==> src/rtl/gip_sram_burst_master.sv <==
`default_nettype none
// ============================================================================
// gip_sram_burst_master : read/write burst initiator for a 2048x32 byte-
// writable single-port SRAM, with a registered read-return stream.
// Revision: 1.0
// ============================================================================
module gip_sram_burst_master (
  input  logic        sram_clock,
  input  logic        sram_reset,
  input  logic        req_valid,
  output logic        req_ack,
  input  logic        req_read_not_write,
  input  logic [10:0] req_address,
  input  logic [3:0]  req_burst_length,
  input  logic [3:0]  req_byte_enables,
  input  logic        wr_data_valid,
  input  logic [31:0] wr_data,
  output logic        wr_data_ack,
  output logic        rd_data_valid,
  output logic [31:0] rd_data,
  output logic        rd_last,
  output logic        sram_read_not_write,
  output logic [3:0]  sram_write_enable,
  output logic [10:0] sram_address,
  output logic [31:0] sram_write_data,
  input  logic [31:0] sram_read_data
);

  typedef enum logic [1:0] {
    ST_IDLE  = 2'd0,
    ST_READ  = 2'd1,
    ST_WRITE = 2'd2
  } state_t;

  state_t      state_q, state_d;
  logic [10:0] addr_q, addr_d;
  logic [10:0] hold_q, hold_d;
  logic [3:0]  beats_q, beats_d;
  logic [3:0]  be_q, be_d;
  logic        s1_valid_q, s1_valid_d;
  logic        s1_last_q, s1_last_d;
  logic        rd_valid_q, rd_valid_d;
  logic        rd_last_q, rd_last_d;
  logic [31:0] rd_data_q, rd_data_d;
  logic        beat;

  always_comb begin
    state_d             = state_q;
    addr_d              = addr_q;
    hold_d              = hold_q;
    beats_d             = beats_q;
    be_d                = be_q;
    s1_valid_d          = 1'b0;
    s1_last_d           = 1'b0;
    beat                = 1'b0;
    req_ack             = 1'b0;
    wr_data_ack         = 1'b0;
    sram_read_not_write = 1'b1;
    sram_write_enable   = 4'h0;
    sram_address        = hold_q;
    sram_write_data     = 32'h0;

    case (state_q)
      ST_IDLE: begin
        req_ack = req_valid;
        if (req_valid) begin
          addr_d  = req_address;
          beats_d = req_burst_length;
          be_d    = req_byte_enables;
          state_d = req_read_not_write ? ST_READ : ST_WRITE;
        end
      end
      ST_READ: begin
        sram_address = addr_q;
        hold_d       = addr_q;
        beat         = 1'b1;
        s1_valid_d   = 1'b1;
        s1_last_d    = (beats_q == 4'd0);
      end
      ST_WRITE: begin
        sram_address = addr_q;
        hold_d       = addr_q;
        if (wr_data_valid) begin
          beat                = 1'b1;
          wr_data_ack         = 1'b1;
          sram_read_not_write = 1'b0;
          sram_write_enable   = be_q;
          sram_write_data     = wr_data;
        end
      end
      default: state_d = ST_IDLE;
    endcase

    // The 11-bit counter wraps 2047 -> 0 on its own.
    if (beat) begin
      addr_d = addr_q + 11'd1;
      if (beats_q == 4'd0) begin
        state_d = ST_IDLE;
      end else begin
        beats_d = beats_q - 4'd1;
      end
    end

    // Return stage runs regardless of FSM state so reads drain under new work.
    rd_valid_d = s1_valid_q;
    rd_last_d  = s1_last_q;
    rd_data_d  = s1_valid_q ? sram_read_data : 32'h0;

    if (sram_reset) begin
      req_ack             = 1'b0;
      wr_data_ack         = 1'b0;
      sram_read_not_write = 1'b1;
      sram_write_enable   = 4'h0;
      sram_address        = 11'd0;
      sram_write_data     = 32'h0;
    end
  end

  always_ff @(posedge sram_clock) begin
    if (sram_reset) begin
      state_q    <= ST_IDLE;
      addr_q     <= 11'd0;
      hold_q     <= 11'd0;
      beats_q    <= 4'd0;
      be_q       <= 4'h0;
      s1_valid_q <= 1'b0;
      s1_last_q  <= 1'b0;
      rd_valid_q <= 1'b0;
      rd_last_q  <= 1'b0;
      rd_data_q  <= 32'h0;
    end else begin
      state_q    <= state_d;
      addr_q     <= addr_d;
      hold_q     <= hold_d;
      beats_q    <= beats_d;
      be_q       <= be_d;
      s1_valid_q <= s1_valid_d;
      s1_last_q  <= s1_last_d;
      rd_valid_q <= rd_valid_d;
      rd_last_q  <= rd_last_d;
      rd_data_q  <= rd_data_d;
    end
  end

  assign rd_data_valid = rd_valid_q;
  assign rd_data       = rd_data_q;
  assign rd_last       = rd_last_q;

endmodule
`default_nettype wire

==> config.mk <==
export PLATFORM = sky130hd
export DESIGN_NAME = gip_sram_burst_master
export DESIGN_NICKNAME = d
export VERILOG_FILES = /design/src/rtl/gip_sram_burst_master.sv
export SDC_FILE = /design/constraint.sdc
export NUM_CORES = 1
export LEC_CHECK = 0
export ABC_AREA = 1
export CAP_MARGIN = 5
export CORE_ASPECT_RATIO = 1.4
export CORE_MARGIN = 2
export CORE_UTILIZATION = 38
export DETAILED_ROUTE_END_ITERATION = 6
export PLACE_DENSITY = 0.81
export SKIP_LAST_GASP = 1
export SLEW_MARGIN = 40
export SYNTH_ARGS = -nofsm -noshare
export SYNTH_HDL_FRONTEND = slang
export SYNTH_SLANG_ARGS = --single-unit
==> constraint.sdc <==
create_clock -name sram_clock -period 1.64 [get_ports sram_clock]
set_input_delay 0.164 -clock sram_clock [delete_from_list [all_inputs] [get_ports sram_clock]]
set_output_delay 0.164 -clock sram_clock [all_outputs]
set_load 0.02 [all_outputs]
==> flow_metrics.py <==
metrics = {
    "logic_synthesis": {
        "yosysWarnings": 0,
        "syn_inst": 416,
        "ys.flop_type": "dfxtp_1",
        "ys_types": 26,
        "synth_edf_count": 0,
        "synthArstFlopShare_pct": 0,
        "synth-seq-area-share_pct": 46.6,
        "syn_area_um2": 2920,
        "synth_nets": 509,
        "avgSynthCellArea_um2": 7.03,
        "synth-seq-cells": 68,
    },
    "global_routing": {
        "grt_pass1_vias": 3141,
        "grt_use_total_pct": 22.3,
        "grt_pass1_wl_um": 14700,
        "grt_max_degree": 34,
        "antenna_found_initial": 0,
        "grt_overflow": 0,
    },
    "floorplanning": {
        "ios": 172,
        "start_util_pct": 39.5,
        "fp.dieH_um": 108,
        "core_area_um2": 7410,
        "rows": 37,
        "die_area_um2": 8420,
        "die_w_um": 78.1,
    },
    "drt": {
        "postRouteAntennaNets": 0,
        "first_iter_violations": 154,
        "drt-total-wl_um": 9720,
        "wl_per_cell_um": 13.4,
        "route.detailed.drc": 0,
        "vias": 3279,
        "drt_pass1_iterations": 4,
        "vias_per_cell": 4.53,
    },
    "placed_design": {
        "io_buffers": 171,
        "place_congestion": 0.961,
        "placed_cell_area_um2": 4970,
        "post-dp-hpwl_um": 7170,
    },
    "critical_path": {
        "critPathLaunchType": "register",
        "criticalPathCategory": "reg -> reg",
        "required_ps": 1920,
        "cp_max_fo": 8,
        "arrival_ps": 2070,
        "worst_setup_path_end_kind": "register",
    },
    "run": {
        "maxCapViolCount": 0,
    },
    "layout": {
        "fin_nets": 715,
        "final_cell_mix": "clkdlybuf4s50_1 (121), inv_1 (88), nor2_1 (80), dfxtp_1 (66), buf_4 (61)",
        "design_area_um2": 5430,
        "drive_gt1_share_pct": 28.2,
        "final_common_cell": "clkdlybuf4s50_1",
        "area_growth_pct": 85.8,
        "antennaDiodeCount": 0,
        "finish.utilization_pct": 73.4,
    },
    "timing": {
        "slew_viol_final": 0,
        "max_freq_ghz": 0.559,
        "whs_ps": 331,
        "setup_tns_ps": -5760,
        "hold_viol": 0,
        "skew_ps": 9.83,
        "rsz0062_at_grt": "true",
        "setup_viol": 65,
        "worstMarginPinSlew_ps": 412,
        "worst_slack_ps": -148,
        "min_period_over_period_pct": 109,
        "max_slew_margin_pct": 72.5,
        "period_minus_slack_ps": 1790,
    },
    "clocking": {
        "cts_made_buffers": 9,
        "cts_max_level": 3,
        "clock_path_buffers": 2,
        "hold_buffers": 0,
        "root_buffer": "clkbuf_8",
        "cts_tree": "built",
        "numClockSinks": 68,
        "path_clk_slew_ps": 80,
        "insertion_delay_ps": 350,
    },
    "hold_path": {
        "hold_class": "in -> reg",
    },
    "power": {
        "power.density_nw_per_um2": 850,
        "p_total_mw": 4.62,
        "p_leak_nw": 2.49,
        "peakVddDrop_mv": 0.784,
    },
    "run_status": {
        "status": "finished with violations",
        "failed_checks": "negative setup slack",
    },
}
[cells by family (layout without fill, tap and decap cells)]
kind of cell               after synthesis  after routing  synth area share (%)
and+or+nand+nor                        173            173                  24.5
buffers and inverters                  110            321                  15.1
DFF                                     68             68                  46.6
AOI/OAI and AO/OA                       56             56                  10.4
adders and majority gates                5              5                  2.14
xor gates and xnor gates                 4              4                  1.20
[repair_timing]
action	CTS	global route
endpoints found under the hold margin	0	0
buffers inserted	6	2
pin swaps	9	21
gates resized for setup	299	44
endpoints found under the setup margin	67	66
cloned	3	0
[where the power goes]
part / internal [mW] / leakage (nW) / switching (mW)
sequential: 1.79 / 0.555 / 0.0758
combinational: 0.678 / 1.84 / 0.691
clock: 0.709 / 0.0958 / 0.676
total: 3.17 / 2.49 / 1.44
[flip-flops by register name (all words and copies together) (netlist names)]
register and count:
rd_data 32, addr_q 11, hold_q 11, be_q 4, beats_q 4, state_q 2
rd_data_valid 1, rd_last 1, rd_last_d 1, rd_valid_d 1
[cell type report]
cell class,count,area (um^2)
timing repair buffer,211,2040
fill,562,1970
sequential,68,1370
multi-input combinational,238,1350
inverter,94,363
clock buffer,9,124
tap,97,121
clock inverter,7,76.3
[layer usage]
| metal | vias up | wire [um] | GRT usage (%) |
|---|---|---|---|
| li1 | 1646 | - | - |
| met1 | 1467 | 3560 | 22.6 |
| met2 | 141 | 5350 | 43.5 |
| met3 | 25 | 578 | 4.61 |
| met4 | 0 | 233 | 9.15 |
| met5 | - | 0 | 0 |
[path summary, 6_finish.rpt]
check                           slack [ps]  cells after the start          end               start
worst min register to register         420                      2      rd_last           rd_last_d
worst max-delay path                  -150                     12    addr_q[4]          state_q[1]
worst max register to register        -150                     12    addr_q[4]          state_q[1]
worst min-delay path                   330                      3  rd_data[24]  sram_read_data[24]
[worst max-delay path: stages, from the launching register on]
cell and delay, ps:
dfxtp_4 380, inv_4 40, ha_4 280, buf_6 130, inv_4 40, buf_6 110, a21oi_4 150, buf_12 130
nor2_4 40, buf_6 130, nor2_4 100, o21ai_2 60, a21oi_1 130
[cell usage after synthesis, types with 2 or more instances]
| library cell | n | area [um^2] |
|---|---|---|
| inv_1 | 90 | 338 |
| a21oi_1 | 23 | 115 |
| xor2_1 | 4 | 35.0 |
| inv_2 | 4 | 15.0 |
| nand2_1 | 42 | 158 |
| dfxtp_1 | 68 | 1360 |
| nor2_4 | 3 | 33.8 |
| nand3_2 | 2 | 20.0 |
| nor2_1 | 105 | 394 |
| clkbuf_1 | 4 | 15.0 |
| o21ai_1 | 3 | 15.0 |
| nand3_1 | 15 | 75.1 |
| nand2_2 | 3 | 18.8 |
| a31oi_1 | 5 | 31.3 |
| o21ai_0 | 22 | 110 |
| buf_6 | 2 | 22.5 |
| buf_2 | 8 | 40.0 |
| ha_1 | 5 | 62.6 |
[per-stage QoR]
stage / setup WS, ps / std cells
finish: -148 / 724
global placement: -386 / 697
global route: -230 / 724
detailed placement: -467 / 697
floorplan: -69.7 / 416
CTS: -134 / 722
Note: power is estimated with default switching activity, not from simulation.
